**src/rtl/difftest_arch_event_pkg.sv**
```systemverilog
// Shared types for the difftest architectural-event queue: the queued event record
// and the cause-precedence normalisation applied before an event is stored.
package difftest_arch_event_pkg;

   typedef struct packed {
      logic [31:0] interrupt;
      logic [31:0] exception;
      logic [63:0] pc;
      logic [31:0] inst;
   } arch_event_t;

   localparam int ARCH_EVENT_W = 160;

   // An interrupt always masks a simultaneous exception.
   function automatic arch_event_t normalise_event(
      input logic [31:0] interrupt,
      input logic [31:0] exception,
      input logic [63:0] pc,
      input logic [31:0] inst
   );
      arch_event_t ev;
      ev.interrupt = interrupt;
      ev.exception = (interrupt != 32'd0) ? 32'd0 : exception;
      ev.pc        = pc;
      ev.inst      = inst;
      return ev;
   endfunction

   function automatic logic is_trap(input arch_event_t ev);
      return (ev.interrupt != 32'd0) || (ev.exception != 32'd0);
   endfunction

endpackage

```
**src/rtl/difftest_arch_event_queue_if.sv**
```systemverilog
// Commit-stage trap input, sink-side event output and loss status of the event queue.
interface difftest_arch_event_queue_if #(
   parameter int CNT_W = 16
);
   logic             in_valid;
   logic [31:0]      in_interrupt;
   logic [31:0]      in_exception;
   logic [63:0]      in_exceptionPC;
   logic [31:0]      in_exceptionInst;
   logic [7:0]       io_coreid;
   logic             out_ready;

   logic             out_valid;
   logic [31:0]      out_interrupt;
   logic [31:0]      out_exception;
   logic [63:0]      out_exceptionPC;
   logic [31:0]      out_exceptionInst;
   logic [7:0]       out_coreid;
   logic             overflow;
   logic [CNT_W-1:0] drop_count;

   modport master (
      output in_valid, in_interrupt, in_exception, in_exceptionPC, in_exceptionInst,
      output io_coreid, out_ready,
      input  out_valid, out_interrupt, out_exception, out_exceptionPC, out_exceptionInst,
      input  out_coreid, overflow, drop_count
   );

   modport slave (
      input  in_valid, in_interrupt, in_exception, in_exceptionPC, in_exceptionInst,
      input  io_coreid, out_ready,
      output out_valid, out_interrupt, out_exception, out_exceptionPC, out_exceptionInst,
      output out_coreid, overflow, drop_count
   );
endinterface

```
**src/rtl/difftest_sync_fifo.sv**
```systemverilog
// Single-clock FIFO with occupancy count; a push into a full FIFO is accepted
// when a pop happens in the same cycle.
module difftest_sync_fifo #(
   parameter int WIDTH = 160,
   parameter int DEPTH = 4
) (
   input  logic             clock,
   input  logic             reset,
   input  logic             push,
   input  logic             pop,
   input  logic [WIDTH-1:0] din,
   output logic [WIDTH-1:0] dout,
   output logic             full,
   output logic             empty
);
   localparam int PTR_W = $clog2(DEPTH);
   localparam logic [PTR_W-1:0] PTR_ONE  = PTR_W'(1);
   localparam logic [PTR_W:0]   CNT_ONE  = (PTR_W+1)'(1);
   localparam logic [PTR_W:0]   CNT_FULL = (PTR_W+1)'(DEPTH);

   logic [WIDTH-1:0] mem [DEPTH];
   logic [PTR_W-1:0] rd_ptr;
   logic [PTR_W-1:0] wr_ptr;
   logic [PTR_W:0]   count;
   logic             push_ok;
   logic             pop_ok;

   assign full    = (count == CNT_FULL);
   assign empty   = (count == '0);
   assign pop_ok  = pop && !empty;
   assign push_ok = push && (!full || pop_ok);

   // NOTE: sequential state uses non-blocking assignments so every register samples pre-edge values.
   always_ff @(posedge clock) begin
      if (reset) begin
         rd_ptr <= '0;
         wr_ptr <= '0;
         count  <= '0;
      end else begin
         if (push_ok) wr_ptr <= wr_ptr + PTR_ONE;
         if (pop_ok)  rd_ptr <= rd_ptr + PTR_ONE;
         if (push_ok && !pop_ok)      count <= count + CNT_ONE;
         else if (!push_ok && pop_ok) count <= count - CNT_ONE;
      end
   end

   // NOTE: storage is deliberately not reset; count gates its visibility, so stale words never escape.
   always_ff @(posedge clock) begin
      if (push_ok) mem[wr_ptr] <= din;
   end

   assign dout = mem[rd_ptr];

endmodule

```
**src/rtl/difftest_arch_event_queue.sv**
```systemverilog
// Queues normalised trap events from commit towards the difftest sink, which has no
// backpressure; events that find the queue full are dropped and counted.
module difftest_arch_event_queue
   import difftest_arch_event_pkg::*;
#(
   parameter int DEPTH = 4,
   parameter int CNT_W = 16
) (
   input logic                        clock,
   input logic                        reset,
   difftest_arch_event_queue_if.slave bus
);
   localparam logic [CNT_W-1:0] DROP_ONE = CNT_W'(1);

   arch_event_t      ev_in;
   arch_event_t      ev_head;
   logic             push_req;
   logic             pop;
   logic             fifo_full;
   logic             fifo_empty;
   logic             drop;
   logic             overflow_q;
   logic [CNT_W-1:0] drop_cnt;

   assign ev_in    = normalise_event(bus.in_interrupt, bus.in_exception,
                                     bus.in_exceptionPC, bus.in_exceptionInst);
   assign push_req = bus.in_valid && is_trap(ev_in);
   assign pop      = !fifo_empty && bus.out_ready;
   assign drop     = push_req && fifo_full && !pop;

   difftest_sync_fifo #(
      .WIDTH (ARCH_EVENT_W),
      .DEPTH (DEPTH)
   ) u_fifo (
      .clock (clock),
      .reset (reset),
      .push  (push_req),
      .pop   (pop),
      .din   (ev_in),
      .dout  (ev_head),
      .full  (fifo_full),
      .empty (fifo_empty)
   );

   always_ff @(posedge clock) begin
      if (reset) begin
         overflow_q <= 1'b0;
         drop_cnt   <= '0;
      end else if (drop) begin
         overflow_q <= 1'b1;
         if (drop_cnt != '1) drop_cnt <= drop_cnt + DROP_ONE;
      end
   end

   // NOTE: every output gets a default first so this block can never infer a latch.
   always_comb begin
      bus.out_valid         = 1'b0;
      bus.out_interrupt     = '0;
      bus.out_exception     = '0;
      bus.out_exceptionPC   = '0;
      bus.out_exceptionInst = '0;
      if (!fifo_empty) begin
         bus.out_valid         = 1'b1;
         bus.out_interrupt     = ev_head.interrupt;
         bus.out_exception     = ev_head.exception;
         bus.out_exceptionPC   = ev_head.pc;
         bus.out_exceptionInst = ev_head.inst;
      end
   end

   assign bus.out_coreid = bus.io_coreid;
   assign bus.overflow   = overflow_q;
   assign bus.drop_count = drop_cnt;

endmodule

```
**src/flat_wrapper.sv**
```systemverilog
// flat-port wrapper written by rule: the top's interface ports become plain ports
module difftest_arch_event_queue_flat import difftest_arch_event_pkg::*;
#(
   parameter int DEPTH = 4,
   parameter int CNT_W = 16
)
  (clock, reset, bus_in_valid, bus_in_interrupt, bus_in_exception, bus_in_exceptionPC, bus_in_exceptionInst, bus_io_coreid, bus_out_ready, bus_out_valid, bus_out_interrupt, bus_out_exception, bus_out_exceptionPC, bus_out_exceptionInst, bus_out_coreid, bus_overflow, bus_drop_count);
  difftest_arch_event_queue_if #(.CNT_W(CNT_W)) bus_i ();
  input logic clock;
  input logic reset;
  input wire logic [$bits(bus_i.in_valid)-1:0] bus_in_valid;
  input wire logic [$bits(bus_i.in_interrupt)-1:0] bus_in_interrupt;
  input wire logic [$bits(bus_i.in_exception)-1:0] bus_in_exception;
  input wire logic [$bits(bus_i.in_exceptionPC)-1:0] bus_in_exceptionPC;
  input wire logic [$bits(bus_i.in_exceptionInst)-1:0] bus_in_exceptionInst;
  input wire logic [$bits(bus_i.io_coreid)-1:0] bus_io_coreid;
  input wire logic [$bits(bus_i.out_ready)-1:0] bus_out_ready;
  output wire logic [$bits(bus_i.out_valid)-1:0] bus_out_valid;
  output wire logic [$bits(bus_i.out_interrupt)-1:0] bus_out_interrupt;
  output wire logic [$bits(bus_i.out_exception)-1:0] bus_out_exception;
  output wire logic [$bits(bus_i.out_exceptionPC)-1:0] bus_out_exceptionPC;
  output wire logic [$bits(bus_i.out_exceptionInst)-1:0] bus_out_exceptionInst;
  output wire logic [$bits(bus_i.out_coreid)-1:0] bus_out_coreid;
  output wire logic [$bits(bus_i.overflow)-1:0] bus_overflow;
  output wire logic [$bits(bus_i.drop_count)-1:0] bus_drop_count;
  assign bus_i.in_valid = bus_in_valid;
  assign bus_i.in_interrupt = bus_in_interrupt;
  assign bus_i.in_exception = bus_in_exception;
  assign bus_i.in_exceptionPC = bus_in_exceptionPC;
  assign bus_i.in_exceptionInst = bus_in_exceptionInst;
  assign bus_i.io_coreid = bus_io_coreid;
  assign bus_i.out_ready = bus_out_ready;
  assign bus_out_valid = bus_i.out_valid;
  assign bus_out_interrupt = bus_i.out_interrupt;
  assign bus_out_exception = bus_i.out_exception;
  assign bus_out_exceptionPC = bus_i.out_exceptionPC;
  assign bus_out_exceptionInst = bus_i.out_exceptionInst;
  assign bus_out_coreid = bus_i.out_coreid;
  assign bus_overflow = bus_i.overflow;
  assign bus_drop_count = bus_i.drop_count;
  difftest_arch_event_queue #(.DEPTH(DEPTH), .CNT_W(CNT_W)) u_core (.clock(clock), .reset(reset), .bus(bus_i));
endmodule
```
**config.mk**
```make
export PLATFORM = sky130hd
export DESIGN_NAME = difftest_arch_event_queue_flat
export DESIGN_NICKNAME = d
export VERILOG_FILES = /design/src/rtl/difftest_arch_event_pkg.sv /design/src/rtl/difftest_arch_event_queue_if.sv /design/src/rtl/difftest_sync_fifo.sv /design/src/rtl/difftest_arch_event_queue.sv /design/src/flat_wrapper.sv
export SDC_FILE = /design/constraint.sdc
export NUM_CORES = 1
export LEC_CHECK = 0
export BUFFER_PORTS_ARGS = -buffer_cell sky130_fd_sc_hd__buf_2
export CAP_MARGIN = 30
export CELL_PAD_IN_SITES_DETAIL_PLACEMENT = 1
export CELL_PAD_IN_SITES_GLOBAL_PLACEMENT = 2
export CORE_ASPECT_RATIO = 1.5
export CORE_MARGIN = 8
export CORE_UTILIZATION = 47
export DETAILED_ROUTE_END_ITERATION = 8
export PLACE_DENSITY = 0.95
export SLEW_MARGIN = 20
export SYNTH_ARGS = -nofsm -noshare
export SYNTH_HDL_FRONTEND = slang
export SYNTH_SLANG_ARGS = --single-unit
```
**constraint.sdc**
```tcl
create_clock -name clock -period 9.3 [get_ports clock]
set_input_delay 0.465 -clock clock [delete_from_list [all_inputs] [get_ports clock]]
set_output_delay 0.465 -clock clock [all_outputs]
set_load 0.03 [all_outputs]
```
# == Yosys cells after proc, flatten, opt, wreduce, memory -nomap -nowiden ==
# Memory sizes are Yosys's and may differ from the RTL's. A register that Yosys moved wholly into a read port is not among the register bits.
# Index checks and enable logic that the tools add are counted.
# word_totals
n_memories,1
word_cells,45
ramBits,640
rom_bits,0
reg_bits,24
latchBits,0
# classes
n_lt_le_gt_ge,0
eq_ne,2
div,0
n_addsub,5
bitwise_logic,0
n_reduce_logical,20
n_mul,0
shift,0
muxes,12
# mem_list
memory,words,width,read_ports,rd_ports_with_merged_regs,wr,line_no,rtl
u_core.u_fifo.mem,4,160,1,1,1,difftest_sync_fifo.sv:21,logic [WIDTH-1:0] mem [DEPTH];
# ops
operator,count
$mux 32,4
$mux 64,1
$reduce_bool 32->1,2
$add 16x1->16 const B,1
$ne 16x16->1 const B,1
$logic_and 1x1->1,8
$mux 3,2
$logic_not 1->1,5
$add 2x1->2 const B,2
$mux 2,2
$add 3x1->3 const B,1
$eq 3x3->1 const B,1
$logic_not 3->1,1
$mux 1,3
$sub 3x1->3 const B,1
$logic_or 1x1->1,2
$reduce_and 2->1,1
$reduce_bool 2->1,1

# == Depth between registers and ports, before layout ==
# Gate-level depths: netlist of run 1.
# logic_depth
depth_word,10
depth_mapped,12
ltp_nobuf,10

# == By module ==
# Synthesis of run 1 repeated with hierarchy kept, for this count alone.
# unflattened
hier_cells,1241
hier_area_um2,26032.5
# by_module_without_submodules
mod,cells_per_inst,area_each_um2,seq_area_each_um2,n_inst
difftest_sync_fifo,884,23536.3,19398.6,1
difftest_arch_event_queue,357,2496.1,340.3,1

# == Least setup slack after synthesis of run 1 ==
# OpenSTA, ideal clock, no wires.
# synth_path
kind,input port to flip-flop
startpoint,input bus_in_interrupt[11]
endpoint,memory u_core.u_fifo.mem[0][0] (enable)
path_stages,7
arrival_ps,5174
t_required_ps,8761
setup_slack_ps,3587
path_buffers,2
setup_time_ps,539
cell_sequence,nor4_1 -> and4_1 -> clkbuf_1 -> and4_1 -> buf_2 -> nor3b_2 -> and2_1
# synth_via
elab_chain_len,8
# synth_lines
item,line_no,rtl
"start, declared",flat_wrapper.sv:12,input wire logic [$bits(bus_i.in_interrupt)-1:0] bus_in_interrupt;
$reduce_bool 32->1 (*),"difftest_arch_event_pkg.sv:23, difftest_arch_event_pkg.sv:30",
$mux 32,difftest_arch_event_pkg.sv:23,ev.exception = (interrupt != 32'd0) ? 32'd0 : exception;
$reduce_bool 32->1,difftest_arch_event_pkg.sv:30,return (ev.interrupt != 32'd0) || (ev.exception != 32'd0);
$logic_or 1x1->1 (*),difftest_arch_event_pkg.sv:30,
$logic_and 1x1->1 (*),difftest_arch_event_queue.sv:27,assign push_req = bus.in_valid && is_trap(ev_in);
$logic_and 1x1->1 (*),difftest_sync_fifo.sv:31,assign push_ok = push && (!full || pop_ok);
via u_core.u_fifo.push_ok,difftest_sync_fifo.sv:25,logic push_ok;
$mux 1 (*),difftest_sync_fifo.sv:49,if (push_ok) mem[wr_ptr] <= din;
$mux 1 (implied by the code) (*),difftest_sync_fifo.sv:49,
"end, declared",difftest_sync_fifo.sv:21,
# The timed path passes the listed nets; every way through them passes the cells marked *.

==> key figures, run 1 <==
STA
  – Fmax: roughly 0.24 GHz
  – Max Clock Skew: 11.8 ps
  – Final Hold Viols: 0
  – Final period utilization: 0.440
  – Worst setup margin: ~5200 ps
  – Relative slew slack: 0.439
  – Fin Setup TNS: 0 ps
  – Worst Tran Pin Value: 842 ps
  – Max Slew Vio Count: 0
  – Hold slack: 56.4 ps
  – Final setup viols: 0
  – Crit path time final: 4090 ps
  – RSZ-0062 raised after global routing: false

Layout
  – Fraction of layout instances using a drive strength above 1: 0.387
  – Fin area: 0.0304 mm2
  – Most frequent cells in the layout: edfxtp_1 (640), buf_2 (341), and2_1 (161)
  – Commonest non-fill, non-tap cell in the layout: edfxtp_1
  – Syn-to-layout area delta: 17.6%
  – # nets final: around 1,800

Worst setup path
  – R2R setup slack: 6220 ps
  – Worst path top cell family by delay: buffers and inverters
  – Worst r2r src: u_core.u_fifo.count[0]$_SDFFE_PP0P_
  – CP max stage cell: dfxtp_4
  – Arrival @ worst endpoint: 3630 ps
  – Critical path endpoint category: output port
  – Worst-case reg-to-reg path depth: 5
  – Most used cell, CP: buf_4
  – Startpoint types: register
  – Worst endpoint required time: 8840 ps
  – Worst path cell trace: buf_4, buf_4, buf_16, mux4_2, and2_1, buf_2
  – CP Class: register to output port
  – Crit-path max FO: 28
  – R2R Path End: u_core.u_fifo.mem[2][131]$_DFFE_PP_
  – Crit path depth: 6
  – Crit-path max cell delay: 710 ps
  – Buf+Inv Stages, Crit Path: 4

Route
  – DRT iter0 DRCs: 786
  – Vias: 13,100
  – Met3 wire len: just under 4000 um
  – Routed WL per cell: 26.9 um
  – # DRC: 0
  – Post-route ant nets: 0
  – Max layer used: met5
  – Pre-antenna DRT Iters: 5
  – Met2 wire length: between 30,000 and 40,000 um
  – M1 WL: between 20,000 and 25,000 um
  – Final WL: 63,000 um
  – Vias/cell: approximately 5.6

Floorplanning
  – Row cnt: 105
  – Die span in y: 303 um
  – Die area: 0.0630 mm2
  – Initial Util: 0.475
  – I/O pins: 358
  – Die X-Extent: 208 um
  – Core area: 0.0545 mm2

Synth
  – Synth unique cells: 38
  – Syn_nets: 1,418
  – Ys flop type: edfxtp_1
  – Cells after Synth: 1,239
  – Synth warnings: 0
  – Post-synth EDFFs: 640
  – Mapped cell area: 0.0259 mm2
  – Sequential share of the synthesized area: 0.763
  – Avg Cell Area, Syn: 20.9 um2
  – Synth top area cells: edfxtp_1 (74%), mux4_2 (14%), and2_1 (4.0%)
  – Synth top area share: 0.743
  – Largest area contributor in the netlist: edfxtp_1
  – Asr flop ratio synth: 0
  – Synthesis-stage register bit count: 666

Global route
  – Pin count of the biggest net entering global routing: 78
  – Initial antenna violation count: 16
  – Total GRT Usage: 0.197
  – First-pass GRT wire length: 93,600 um
  – Vias in the first global route: 14,700
  – GR Overflow Total: 0

Worst hold path
  – WHS Path Cells: 1
  – Hold path endpoint: u_core.u_fifo.mem[2][27]$_DFFE_PP_
  – Type of the most critical hold path: primary input to register
  – HP Start: bus_in_exceptionInst[27]

Clocking
  – Root buffer cell: clkbuf_16
  – Post-CTS sizing: 0
  – Clock transition at path regs: 70 ps
  – Clock buffers created by TritonCTS: 59
  – Clk Latency, worst-skew pair: 620 ps
  – Clock sinks: between 600 and 700
  – Cts hold-fix bufs: 0
  – Setup bufs post-CTS: 0
  – CTS Buffer Depth: 3
  – CTS tree: done
  – Htree depth: 2

Placement
  – Placed Area: between 0.02 and 0.03 mm2
  – # port buffers: 341
  – RePlAce Congestion: 0.815
  – Post-detail-place hpwl: 41,400 um
  – Dpl ws: 4780 ps

Flow run
  – Max cap viols: 0

Pwr
  – Tot Pwr: 9.12 mW
  – Pwr/cell area: between 200 and 300 mW/mm2
  – Static Leak: 10.4 nW
  – Maximum VDD drop: 174 uV

Outcome
  – Status: complete, no violations
Yosys cell counts (6+ instances only):
| master | n |
|---|---|
| mux4_2 | 160 |
| buf_1 | 6 |
| or4_1 | 6 |
| and3_1 | 34 |
| and2_1 | 165 |
| clkbuf_1 | 43 |
| nand4_1 | 6 |
| dfxtp_1 | 26 |
| buf_4 | 9 |
| nor2_1 | 16 |
| nor2b_1 | 6 |
| a21oi_1 | 9 |
| nor4_1 | 19 |
| ha_1 | 6 |
| or3_1 | 8 |
| buf_2 | 19 |
| mux2_2 | 7 |
| edfxtp_1 | 640 |
| nand3_1 | 9 |
registers in the layout, summed over array words and instances (netlist names), named ones only:
name	count
u_core.u_fifo.rd_ptr	2
u_core.u_fifo.wr_ptr	2
u_core.bus.overflow	1
u_core.u_fifo.count	3
u_core.bus.drop_count	16
u_core.u_fifo.mem	640
logic make-up after synthesis:
group | synth area share
buffers and inverters | 0.0141
muxes | 0.143
xor gates and xnor gates | 0.00135
adders and majority gates | 0.00368
DFF | 0.763
and+or+nand+nor | 0.0699
AOI/OAI and AO/OA | 0.00464
cell type report:
class | count | area [um2]
fillers | 4847 | 24100
flip-flops and latches | 666 | 19700
multi-input cells | 491 | 5790
repair buffers | 366 | 2060
clock buffers | 77 | 1610
well taps | 695 | 870
clock inverters | 33 | 305
diodes | 14 | 35.0
inverters | 5 | 18.8
metal layers:
metal / up-vias / global-route usage
li1: 5731 / -
met1: 6830 / 0.232
met2: 392 / 0.351
met3: 97 / 0.0489
met4: 6 / 0.0704
met5: - / 0
through the flow:
step / cells / utilization
floorplan: 1239 / -
global placement: 2214 / 0.518
detailed placement: 2217 / 0.520
CTS: 2327 / 0.555
global route: 2344 / 0.558
finish: 2347 / 0.558
worst max path at each step:
| stage | start | end | slack, ps |
|---|---|---|---|
| global placement | bus_in_interrupt[17] | u_core.u_fifo.mem[2][142]$_DFFE_PP_ | 4990 |
| CTS | register | bus_out_exception[20] | 4450 |
| detailed placement | bus_in_interrupt[8] | u_core.u_fifo.mem[0][5]$_DFFE_PP_ | 4780 |
| floorplan | bus_in_interrupt[11] | u_core.u_fifo.mem[0][0]$_DFFE_PP_ | 3590 |
| finish | register | bus_out_exception[20] | 5210 |
| global route | register | bus_out_exception[20] | 4890 |
power breakdown:
part           internal, mW  switching (mW)
clock                  1.35            1.06
sequential             3.54           0.110
combinational          1.09            1.96
total                  5.99            3.13
(Power assumes the default switching activity.)
==> run 2: changes to the inputs <==
- CORE_UTILIZATION: 47 -> 44
- PLACE_DENSITY: 0.95 -> 0.91
- clock period: 9.3 -> 4.02 ns (I/O delays scaled with it)
==> run 2 against run 1 <==
Compared with the run above:
- die area rose by 6.4%
- core utilization decreased by 1.3 points
- critical endpoint is now bus_out_exception[30]
- power is 140% higher
- hold slack worse by 14 ps
- first-iteration DRC count increased by 32%
- sequential cell count unchanged
- final cell count increased by 8.8%
- global-route usage is 0.095 points higher
- worst setup slack got worse by 4500 ps
- sequential share of layout area decreased by 3.0 points
- design area up 4.9%
- clock power increased by 140%
==> key figures, run 2 (synthesis results as in run 1) <==
Floorplanning
  – Die area: 0.0670 mm2 (+6.4%)
  – Row cnt: 109 (+3.8%)
  – Core area: 0.0585 mm2 (+7.3%)
  – Die X-Extent: 214 um (+3.1%)
  – Initial Util: 0.442 (-0.0323)
  – I/O pins: 358 (unchanged)
  – Die span in y: 313 um (+3.2%)

Worst setup path
  – Critical path endpoint category: output port
  – Arrival @ worst endpoint: 3100 ps (-530 ps)
  – CP max stage cell: or3_4
  – Startpoint types: register
  – CP Class: register to output port
  – Crit-path max FO: 58 (+110%)
  – Worst-case reg-to-reg path depth: 4 (-1)
  – Worst endpoint required time: 3820 ps (-5020 ps)
  – Crit-path max cell delay: 570 ps (-140 ps)
  – Worst path cell trace: or3_4, buf_4, buf_12, and2_1, buf_2

Pwr
  – Static Leak: 11.0 nW (+5.5%)
  – Maximum VDD drop: 391 uV (+120%)
  – Pwr/cell area: 675 mW/mm2 (+130%)
  – Combinational power share: 0.335 (about the same)
  – Clock Power Share: 0.272 (+0.008)
  – Switching share of power: 0.343 (about the same)
  – Psw: 7.39 mW (+140%)
  – Internal Pwr Total: 14.1 mW (+140%)
  – Share of power burned in registers: 0.393 (-0.007)

STA
  – Final setup viols: 0 (unchanged)
  – Max Clock Skew: 15.6 ps (+3.83 ps)
  – Max Slew Vio Count: 0 (unchanged)
  – Relative slew slack: 0.420 (-0.0191)
  – Crit path time final: 3300 ps
  – Worst Tran Pin Value: 863 ps (+20.7 ps)
  – Fmax: 0.303 GHz
  – Worst setup margin: 719 ps (-4490 ps)
  – Final Hold Viols: 0 (unchanged)
  – Fin Setup TNS: 0 ps (unchanged)
  – Final period utilization: 0.821
  – RSZ-0062 raised after global routing: false

Route
  – # DRC: 0 (unchanged)
  – Pre-antenna DRT Iters: 4 (-1)
  – DRT iter0 DRCs: 1,036 (+32%)
  – Final WL: 68,000 um (+7.9%)
  – Routed WL per cell: 26.6 um (-0.82%)
  – Vias/cell: 5.41 (-2.8%)
  – Vias: 13,800 (+5.8%)
  – Post-route ant nets: 0 (unchanged)

Clocking
  – Post-CTS sizing: 0 (unchanged)
  – Clock buffers created by TritonCTS: 59 (unchanged)
  – Clock sinks: 666 (unchanged)
  – Setup bufs post-CTS: 0 (unchanged)
  – Root buffer cell: clkbuf_16
  – CTS Buffer Depth: 3 (unchanged)
  – CTS tree: done
  – Clk Latency, worst-skew pair: 610 ps (about the same)
  – Htree depth: 2 (unchanged)
  – Clock transition at path regs: 70 ps (about the same)

Layout
  – Commonest non-fill, non-tap cell in the layout: edfxtp_1
  – Most frequent cells in the layout: edfxtp_1 (640), buf_2 (341), and2_1 (161)
  – Filler Cell Count: 5,303 (+9.4%)
  – Fin area: 0.0319 mm2 (+4.9%)
  – Final cell count without fillers: 2,553 (+8.8%)
  – Register with the most flip-flops: u_core.u_fifo.mem
  – Syn-to-layout area delta: 23.3%
  – # nets final: 1,903 (+7.6%)
  – Largest register FFs: 640 (unchanged)
  – Fraction of layout instances using a drive strength above 1: 0.359 (-0.0278)

Placement
  – Post-detail-place hpwl: 43,200 um (+4.3%)
  – RePlAce Congestion: 0.779 (-4.4%)
  – Placed Area: 0.0286 mm2 (+0.83%)
  – Cells after DPL: 2,307 (+4.1%)
  – Dpl ws: 872 ps (-3900 ps)
  – # port buffers: 341 (unchanged)

Worst hold path
  – Type of the most critical hold path: primary input to register
  – WHS Path Cells: 2 (+1)

Flow run
  – Max cap viols: 0 (unchanged)

Global route
  – First-pass GRT wire length: 101,000 um (+7.9%)
  – Total GRT Usage: 0.198 (+0.000952)
  – Vias in the first global route: 15,600 (+6.2%)
  – Initial antenna violation count: 2 (-14)
  – Pin count of the biggest net entering global routing: 65 (-17%)
  – GR Overflow Total: 0 (unchanged)

Outcome
  – Status: complete, no violations
run 2: cell types whose count changed in the layout (fill, tap and decap cells not counted), moves of 2 or more:
cell           delta
clkinvlp_4        +4
bufinv_16         +5
buf_12            +7
clkbuf_8          -4
clkbuf_1          -2
dlygate4sd3_1   +133
clkinv_2          -2
buf_16            -6
diode_2          -11
run 2: critical path, delay by kind of cell, from the launching register on:
family,cells,cell delay [ps]
flops,1,460
buf+inv,3,1120
simple gates,2,830
run 2: timing repair:
item | 4_1_cts | 5_1_grt
hold endpoints to repair | 528 | 0
hold buffers | 133 | 0
setup endpoints to repair | 0 | 0
run 2: final cells by class:
type                    count  area, um2  area share
multi-input cells         491       5790       0.181
well taps                 777        972      0.0305
inverters                   5       18.8    0.000588
flip-flops and latches    666      19700       0.619
repair buffers            501       3370       0.106
clock inverters            39        462      0.0145
diodes                      3       7.51    0.000235
clock buffers              71       1540      0.0483
run 2: through the flow:
step	hold slack (ps)	util	power [mW]
floorplan	300	-	13.4
global placement	402	0.487	15.6
detailed placement	402	0.488	15.8
CTS	3.94	0.545	21.8
global route	35.2	0.545	22.3
finish	42.4	0.545	21.5
run 2: final timing paths:
kind                                       startpoint                                   to  slack [ps]
setup / recovery  u_core.u_fifo.count[0]$_SDFFE_PP0P_                bus_out_exception[30]         720
hold / removal                   bus_in_exception[11]  u_core.u_fifo.mem[0][107]$_DFFE_PP_          40
setup reg to reg  u_core.u_fifo.count[0]$_SDFFE_PP0P_   u_core.u_fifo.mem[2][23]$_DFFE_PP_        1320
hold reg to reg      u_core.bus.overflow$_SDFFE_PP0P_     u_core.bus.overflow$_SDFFE_PP0P_         510
run 2: power by group through the flow:
stage | sequential (mW) | combinational, mW | clock, mW
2_1_floorplan | 8.46 | 4.94 | 0
3_5_place_dp | 8.62 | 7.20 | 0
3_3_place_gp | 8.56 | 7.02 | 0
5_1_grt | 8.52 | 7.62 | 6.19
4_1_cts | 8.47 | 7.34 | 5.98
6_report | 8.47 | 7.20 | 5.86
run 2: layer usage:
metal | part of all wire | up-vias | wire length [um] | track usage
met5 | 0 | - | 0 | 0
met4 | 0.034 | 0 | 2320 | 0.0712
met3 | 0.050 | 129 | 3390 | 0.0368
met2 | 0.53 | 452 | 35800 | 0.354
met1 | 0.39 | 7239 | 26500 | 0.238
li1 | - | 5988 | - | -
